===== src/rtl/fetch_queue_pkg.sv =====
// fetch_queue_pkg
// Shared definitions for the fetch queue:
//   - FQ_* localparams: default geometry used by the core top
//   - cnt_op_e:         occupancy-update action selected each cycle
//   - fq_cnt_op():      maps flush/push/pop to a cnt_op_e
package fetch_queue_pkg;

    localparam int FQ_DEPTH      = 4;
    localparam int FQ_SKID       = 2;
    localparam int FQ_INST_WIDTH = 32;
    localparam int FQ_ADDR_WIDTH = 32;

    typedef enum logic [1:0] {
        CNT_HOLD = 2'b00,
        CNT_INC  = 2'b01,
        CNT_DEC  = 2'b10,
        CNT_CLR  = 2'b11
    } cnt_op_e;

    // Flush dominates; a simultaneous push and pop leaves occupancy unchanged.
    function automatic cnt_op_e fq_cnt_op(input logic flush, input logic push, input logic pop);
        cnt_op_e op;
        if (flush) begin
            op = CNT_CLR;
        end else if (push && !pop) begin
            op = CNT_INC;
        end else if (pop && !push) begin
            op = CNT_DEC;
        end else begin
            op = CNT_HOLD;
        end
        return op;
    endfunction

endpackage


===== src/rtl/fq_storage.sv =====
// fq_storage
// Entry array for the fetch queue: one synchronous write port and one
// combinational read port. Contents are intentionally not reset; validity
// is tracked entirely by the control logic in fetch_queue.
// Ports:
//   clk    - clock
//   we     - write enable
//   waddr  - write index
//   wdata  - write data
//   raddr  - read index
//   rdata  - combinational read data at raddr
module fq_storage #(
    parameter int DEPTH = 4,
    parameter int WIDTH = 64
) (
    input  logic                     clk,
    input  logic                     we,
    input  logic [$clog2(DEPTH)-1:0] waddr,
    input  logic [WIDTH-1:0]         wdata,
    input  logic [$clog2(DEPTH)-1:0] raddr,
    output logic [WIDTH-1:0]         rdata
);

    logic [WIDTH-1:0] mem_r [DEPTH];

    // Array write port
    always_ff @(posedge clk) begin
        if (we) begin
            mem_r[waddr] <= wdata;
        end
    end

    assign rdata = mem_r[raddr];

endmodule


===== src/rtl/fetch_queue.sv =====
// fetch_queue
// Circular instruction buffer between Fetch and Decode with a
// first-word-fall-through head, an early stall request to Fetch and a
// sticky overflow flag. A branch flush empties the queue on the next edge.
// Ports:
//   clk             - clock, all state on rising edge
//   reset           - asynchronous active-low reset
//   opcode_in       - instruction from Fetch
//   pc_in           - PC of opcode_in
//   uop_valid_in    - push strobe from Fetch
//   system_flush    - synchronous branch flush
//   system_stall    - global pipeline stall (blocks pop, not push)
//   decode_ready    - Decode accepts the head entry
//   inst_out        - head instruction
//   pc_out          - head PC
//   inst_valid_out  - head entry is valid for Decode
//   fetch_stall_req - occupancy at or above DEPTH-SKID
//   count           - occupancy
//   overflow_err    - sticky: a push was dropped
module fetch_queue
    import fetch_queue_pkg::*;
#(
    parameter int DEPTH      = FQ_DEPTH,
    parameter int SKID       = FQ_SKID,
    parameter int INST_WIDTH = FQ_INST_WIDTH,
    parameter int ADDR_WIDTH = FQ_ADDR_WIDTH
) (
    input  logic                       clk,
    input  logic                       reset,
    input  logic [INST_WIDTH-1:0]      opcode_in,
    input  logic [ADDR_WIDTH-1:0]      pc_in,
    input  logic                       uop_valid_in,
    input  logic                       system_flush,
    input  logic                       system_stall,
    input  logic                       decode_ready,
    output logic [INST_WIDTH-1:0]      inst_out,
    output logic [ADDR_WIDTH-1:0]      pc_out,
    output logic                       inst_valid_out,
    output logic                       fetch_stall_req,
    output logic [$clog2(DEPTH+1)-1:0] count,
    output logic                       overflow_err
);

    localparam int PW = $clog2(DEPTH);
    localparam int CW = $clog2(DEPTH + 1);
    localparam int EW = INST_WIDTH + ADDR_WIDTH;

    logic [PW-1:0] wr_ptr_r, wr_ptr_nxt_s;
    logic [PW-1:0] rd_ptr_r, rd_ptr_nxt_s;
    logic [CW-1:0] count_r, count_nxt_s;
    logic          overflow_r, overflow_nxt_s;

    logic          full_s, empty_s, valid_s, push_s, pop_s, drop_s;
    cnt_op_e       cnt_op_s;
    logic [EW-1:0] rd_data_s;

    // Handshake decode and next-state computation
    always_comb begin
        full_s         = (count_r == CW'(DEPTH));
        empty_s        = (count_r == CW'(0));
        valid_s        = !empty_s && !system_stall && !system_flush;
        pop_s          = valid_s && decode_ready;
        // A pop frees the slot in the same cycle, so a full queue still accepts.
        push_s         = uop_valid_in && !system_flush && (!full_s || pop_s);
        drop_s         = uop_valid_in && full_s && !pop_s && !system_flush;
        cnt_op_s       = fq_cnt_op(system_flush, push_s, pop_s);
        wr_ptr_nxt_s   = wr_ptr_r;
        rd_ptr_nxt_s   = rd_ptr_r;
        count_nxt_s    = count_r;
        overflow_nxt_s = overflow_r | drop_s;

        if (system_flush) begin
            wr_ptr_nxt_s = {PW{1'b0}};
            rd_ptr_nxt_s = {PW{1'b0}};
        end else begin
            // Power-of-two depth: pointers wrap by plain overflow.
            wr_ptr_nxt_s = push_s ? wr_ptr_r + PW'(1) : wr_ptr_r;
            rd_ptr_nxt_s = pop_s  ? rd_ptr_r + PW'(1) : rd_ptr_r;
        end

        case (cnt_op_s)
            CNT_INC:  count_nxt_s = count_r + CW'(1);
            CNT_DEC:  count_nxt_s = count_r - CW'(1);
            CNT_CLR:  count_nxt_s = {CW{1'b0}};
            CNT_HOLD: count_nxt_s = count_r;
            default:  count_nxt_s = count_r;
        endcase
    end

    // Control state registers
    always_ff @(posedge clk or negedge reset) begin
        if (!reset) begin
            wr_ptr_r   <= {PW{1'b0}};
            rd_ptr_r   <= {PW{1'b0}};
            count_r    <= {CW{1'b0}};
            overflow_r <= 1'b0;
        end else begin
            wr_ptr_r   <= wr_ptr_nxt_s;
            rd_ptr_r   <= rd_ptr_nxt_s;
            count_r    <= count_nxt_s;
            overflow_r <= overflow_nxt_s;
        end
    end

    fq_storage #(
        .DEPTH (DEPTH),
        .WIDTH (EW)
    ) u_storage (
        .clk   (clk),
        .we    (push_s),
        .waddr (wr_ptr_r),
        .wdata ({opcode_in, pc_in}),
        .raddr (rd_ptr_r),
        .rdata (rd_data_s)
    );

    assign inst_out        = rd_data_s[EW-1:ADDR_WIDTH];
    assign pc_out          = rd_data_s[ADDR_WIDTH-1:0];
    assign inst_valid_out  = valid_s;
    assign count           = count_r;
    assign overflow_err    = overflow_r;
    assign fetch_stall_req = (count_r >= CW'(DEPTH - SKID));

endmodule


===== config.mk =====
export PLATFORM = sky130hd
export DESIGN_NAME = fetch_queue
export DESIGN_NICKNAME = d
export VERILOG_FILES = /design/src/rtl/fetch_queue_pkg.sv /design/src/rtl/fq_storage.sv /design/src/rtl/fetch_queue.sv
export SDC_FILE = /design/constraint.sdc
export NUM_CORES = 1
export LEC_CHECK = 0
export ABC_AREA = 1
export CAP_MARGIN = 20
export CORE_ASPECT_RATIO = 0.8
export CORE_MARGIN = 2
export CORE_UTILIZATION = 39
export CTS_CLUSTER_DIAMETER = 40
export DETAILED_ROUTE_END_ITERATION = 10
export GPL_TIMING_DRIVEN = 0
export PLACE_DENSITY = 0.68
export SYNTH_ARGS = -nofsm -noshare
export SYNTH_HDL_FRONTEND = slang
export SYNTH_HIERARCHICAL = 1
export SYNTH_SLANG_ARGS = --single-unit

===== constraint.sdc =====
create_clock -name clk -period 16.7 [get_ports clk]
set_input_delay 2.505 -clock clk [delete_from_list [all_inputs] [get_ports clk]]
set_output_delay 2.505 -clock clk [all_outputs]
set_load 0.02 [all_outputs]

; Yosys cells after proc, flatten, opt, wreduce, memory -nomap -nowiden
; Memories as Yosys holds them, arrays and structs flattened.
; Cells that the tools add are included.
[word_totals]
input_bits = 70
mem_bits_rw = 256
ff_bits = 8
mem_count = 1
[op_classes]
reduce_logical = 21
n_mux = 10
n_eq_ne = 4
n_bitwise = 1
addsub = 4
magnitude_cmp = 1
[mem_list]
columns = memory, words, width, rd, rd_ports_with_merged_regs, write_ports, line
row1 = u_storage.mem_r, 4, 64, 1, 0, 1, fq_storage.sv:24  ; logic [WIDTH-1:0] mem_r [DEPTH];
[op_table]
columns = op, n
row1 = $mux W2, 7
row2 = $logic_and A1 B1 Y1, 10
row3 = $pmux W3 S3, 1
row4 = $logic_not A1 Y1, 6
row5 = $add A2 B1 Y2 const B, 2
row6 = $eq A2 B2 Y1 const B, 2
row7 = $reduce_bool A2 Y1, 2
row8 = $add A3 B1 Y3 const B, 1
row9 = $eq A3 B3 Y1 const B, 1
row10 = $ge A3 B2 Y1 const B, 1
row11 = $logic_not A3 Y1, 1
row12 = $sub A3 B1 Y3 const B, 1
row13 = $eq A2 B1 Y1 const B, 1
row14 = $logic_not A2 Y1, 1
row15 = $mux W1, 2
row16 = $logic_or A1 B1 Y1, 1
row17 = $or A1 B1 Y1, 1

; Logic depth before layout (Yosys ltp)
[depth]
word_depth = 14
mapped_depth = 12

; Hierarchy
; The synthesis kept the hierarchy.
[modules_own_cells]
columns = module, seq_area_each_um2, area_per_inst_um2, cells_per_inst, instances
row1 = fq_storage, 7687.4, 10761.6, 1010, 1
row2 = fetch_queue, 200.2, 516.7, 63, 1

; Worst setup path after synthesis
; Ideal clock, no wire load.
[synth_timing]
path_kind = input to register
start = input system_flush
end = memory u_storage.mem_r[1][0] (enable)
arrival_ps = 7428
required_time_ps = 16135
slack_ps = 8707
setup_time_ps = 565
stages = 7
path_cell_list = nor2_1 nand3_2 nand2_2 nand2_2 inv_2 inv_1 nor3_1
[synth_between]
elab_chain_len = 7
[synth_lines]
columns = item, line
row1 = from (decl), fetch_queue.sv:33  ; input logic system_flush,
row2 = $logic_not A1 Y1 (*), "fetch_queue.sv:61, fetch_queue.sv:64"
row3 = $logic_and A1 B1 Y1, fetch_queue.sv:61  ; valid_s = !empty_s && !system_stall && !system_flush;
row4 = $logic_and A1 B1 Y1, fetch_queue.sv:62  ; pop_s = valid_s && decode_ready;
row5 = $logic_or A1 B1 Y1, fetch_queue.sv:64  ; push_s = uop_valid_in && !system_flush && (!full_s || pop_s);
row6 = $logic_and A1 B1 Y1 (*), fetch_queue.sv:64
row7 = via push_s, fetch_queue.sv:53  ; logic full_s, empty_s, valid_s, push_s, pop_s, drop_s;
row8 = $mux W1 (*), fq_storage.sv:28  ; if (we) begin
row9 = $mux W1 (implied by the code) (*), fq_storage.sv:29  ; mem_r[waddr] <= wdata;
row10 = to (decl), fq_storage.sv:24
; Mark *: on every way through the listed nets, which the timed path passes. The rest lies on a longest branch.

; Final worst setup path
[layout_timing]
start = input system_flush
end = output inst_valid_out
[layout_between]
elab_chain_len = 2
[layout_lines]
columns = item, line
row1 = $logic_not A1 Y1, fetch_queue.sv:61
row2 = $logic_and A1 B1 Y1, fetch_queue.sv:61
row3 = to (decl), fetch_queue.sv:38  ; output logic inst_valid_out,
; No other way between the ends.

==> metrics <==
Synth Warn # 6; Synth Instances 1073; CTS sink cnt 264; fraction of layout cells with a size suffix above 1 10.9%; Synth Cell Area 11300 sq um; arrival time worst endpoint 4.02 ns; Critical R2R Launch count[2]; placed inst area 13500 sq um; FFs w/ async S/R, synth 3.03%; first-pass GRT wire length 40.2 mm; Worst Skew 0.0219 ns; pre-CTS worst setup slack 10.17 ns; Area Growth Syn to Fin 30.3%; Max Buffers Root-to-Sink 3; gr ovfl total 0; core outline area 28400 sq um; largest family of logic cells by synthesized area simple AND/OR/NAND/NOR gates; Simple-Gate Fraction of Synth Area 18.2%; Crit. Startpoint system_flush; Pre-Repair DR Iteration Count 5; CTS Hold Buffers Added 0; most common cell after layout, fill and taps aside nand2_1; Synth Register Bits 264; syn_area_per_cell 10.5 sq um; CP Launch Type input pin; first-iteration detailed-routing DRC count 432; detailed-route via count 7647; Core Rows 55; n_diodes 0; largest net degree at the start of global routing 14; Post-Route WL 25.5 mm; Post-Synth XOR/XNOR Area 0.0777%; IO buf count 139; Power, Total 1790 uW; via density per instance 4.57; WP data required 14.20 ns; Hold WS 0.483 ns; worst skew pair latency 0.50 ns; Pleak 0.00650 uW; I/O pin total 140; Max Cap Viol 0; Slew HR 40.4%; vias in the first global route 7412; CTS tree built; Compound-Gate Fraction of Synth Area 0.344%; placer congestion estimate 0.749; hold path cells 1; deepest level of the CTS H-tree 2; Main synth FF type edfxtp_1; crit path kind in -> out; Setup WS post-layout 10.17 ns; Slowest Stage Delay on Critical Path 0.63 ns; status finished clean; die area 30300 sq um; Initial Util 39.8%; fmax 153 MHz; Setup crit end kind output pin; Tmin final 6.53 ns; post-synth cell types 25; Post-synth EDFFs 256; synthesized net count 1144; post-CTS setup buffer count 0; reg2reg path depth 12; max-slew violations 0; worst-path cell chain clkdlybuf4s50_1 > inv_2 > buf_6 > nand2_2 > a21oi_2 > clkdlybuf4s50_1; Worst Hold Launch overflow_err; Layout Cell Area excl Fill 14700 sq um; family with the most delay on the worst path buffers and inverters; clk root buf clkbuf_16; Crit path top cell by count clkdlybuf4s50_1; Die Y 156 microns; initial antenna violation count 1; actual slew at the worst max-slew pin 0.889 ns; Buf+Inv Stages, Crit Path 4; Die X 194 microns; post-CTS sizing 0; sequential area share after synthesis 69.9%; power per cell area 122 nW/um^2; placed wire-length estimate 17.3 mm; slowest CP cell clkdlybuf4s50_1; commonest cells after routing, fill and taps aside 333 x nand2_1, 267 x inv_1, 256 x edfxtp_1; fin nets 1350; unrepaired setup endpoints after global routing false; post-route ant nets 0; setup TNS 0 ns; Crit path depth 6; Hold Path Class reg -> reg; drt wl/cell 15.2 microns; clock-pin slew on the worst setup and hold paths 0.04 ns; Final Hold Viols 0; Max VDD drop 0.0000760 V; post-synthesis mux area share 0%; Final setup viols 0; DRC violations left 0; gr usage total 17.0%; Synth Area in Adders 0.178%; CP max FO 10; period utilization 39.1%; number of CTS-inserted buffers 35
-- per-stage QoR --
| step | instances | util (%) |
|---|---|---|
| 2_1_floorplan | 1073 | - |
| 3_3_place_gp | 1582 | 46.3 |
| 3_5_place_dp | 1612 | 47.6 |
| 4_1_cts | 1675 | 51.8 |
| 5_1_grt | 1675 | 51.8 |
| 6_report | 1675 | 51.8 |
-- cell usage after synthesis, types with 2 or more instances --
| master | n | share of area (%) |
|---|---|---|
| nand4_1 | 3 | 0.17 |
| dfrtp_1 | 8 | 1.8 |
| o21ai_1 | 2 | 0.089 |
| clkbuf_1 | 4 | 0.13 |
| nand3_2 | 4 | 0.36 |
| buf_4 | 14 | 0.93 |
| inv_2 | 5 | 0.17 |
| nand3_1 | 133 | 5.9 |
| nand2_2 | 4 | 0.22 |
| nor3_1 | 4 | 0.18 |
| buf_1 | 2 | 0.067 |
| edfxtp_1 | 256 | 68 |
| buf_2 | 21 | 0.93 |
| inv_1 | 267 | 8.9 |
| nand2_1 | 333 | 11 |
| nor2_1 | 4 | 0.13 |
-- power breakdown --
part | internal, uW | total [uW] | switching, uW
Combinational | 115 | 282 | 167
Clock | 470 | 750 | 280
Sequential | 754 | 763 | 8.80
Total | 1340 | 1790 | 455
-- area by class of cell --
| class | count | area (sq um) |
|---|---|---|
| buffer | 42 | 244 |
| inverter | 272 | 1020 |
| clock buffer | 42 | 943 |
| tap | 370 | 463 |
| multi-input combinational | 495 | 2150 |
| fill | 2488 | 13700 |
| clock inverter | 21 | 255 |
| timing repair buffer | 169 | 1740 |
| sequential | 264 | 7890 |
-- flip-flops by register name, summed over array words and instances, names as in the netlist --
signal	cells
u_storage/mem_r	256
overflow_err	1
count	3
rd_ptr_r	2
wr_ptr_r	2
-- worst reg2reg max path: stages, from the launching register on --
cell     delay, ns
dfrtp_1       0.45
inv_2         0.08
nand2_2       0.09
nand3_2       0.12
nand2_2       0.11
nand2_2       0.08
inv_2         0.08
inv_1         0.09
nor3_2        0.69
buf_6         0.27
buf_6         0.19
buf_6         0.17
buf_6         0.16
-- path summary, 6_finish.rpt --
| path | end | slack [ns] |
|---|---|---|
| max in group asynchronous | overflow_err | 14.14 |
| setup reg to reg | u_storage/mem_r[0][33] | 13.81 |
| hold reg to reg | overflow_err | 0.48 |
| hold / removal | overflow_err | 0.48 |
| min in group asynchronous | rd_ptr_r[1] | 2.28 |
| setup / recovery | inst_valid_out | 10.17 |
-- logic make-up after synthesis --
family          count (synthesis)
buf+inv                       314
compound gates                  6
xor+xnor                        1
simple gates                  487
fa+ha+maj                       1
flops                         264
-- routing by layer --
| metal | track usage (%) | vias up | wire length [microns] |
|---|---|---|---|
| met1 | 23.1 | 3614 | 11700 |
| met3 | 3.44 | 44 | 1430 |
| met4 | 4.47 | 2 | 476 |
| met5 | 0 | - | 13 |
| li1 | - | 3788 | - |
| met2 | 28.0 | 199 | 12000 |
Power figures use the tool's default switching activity.
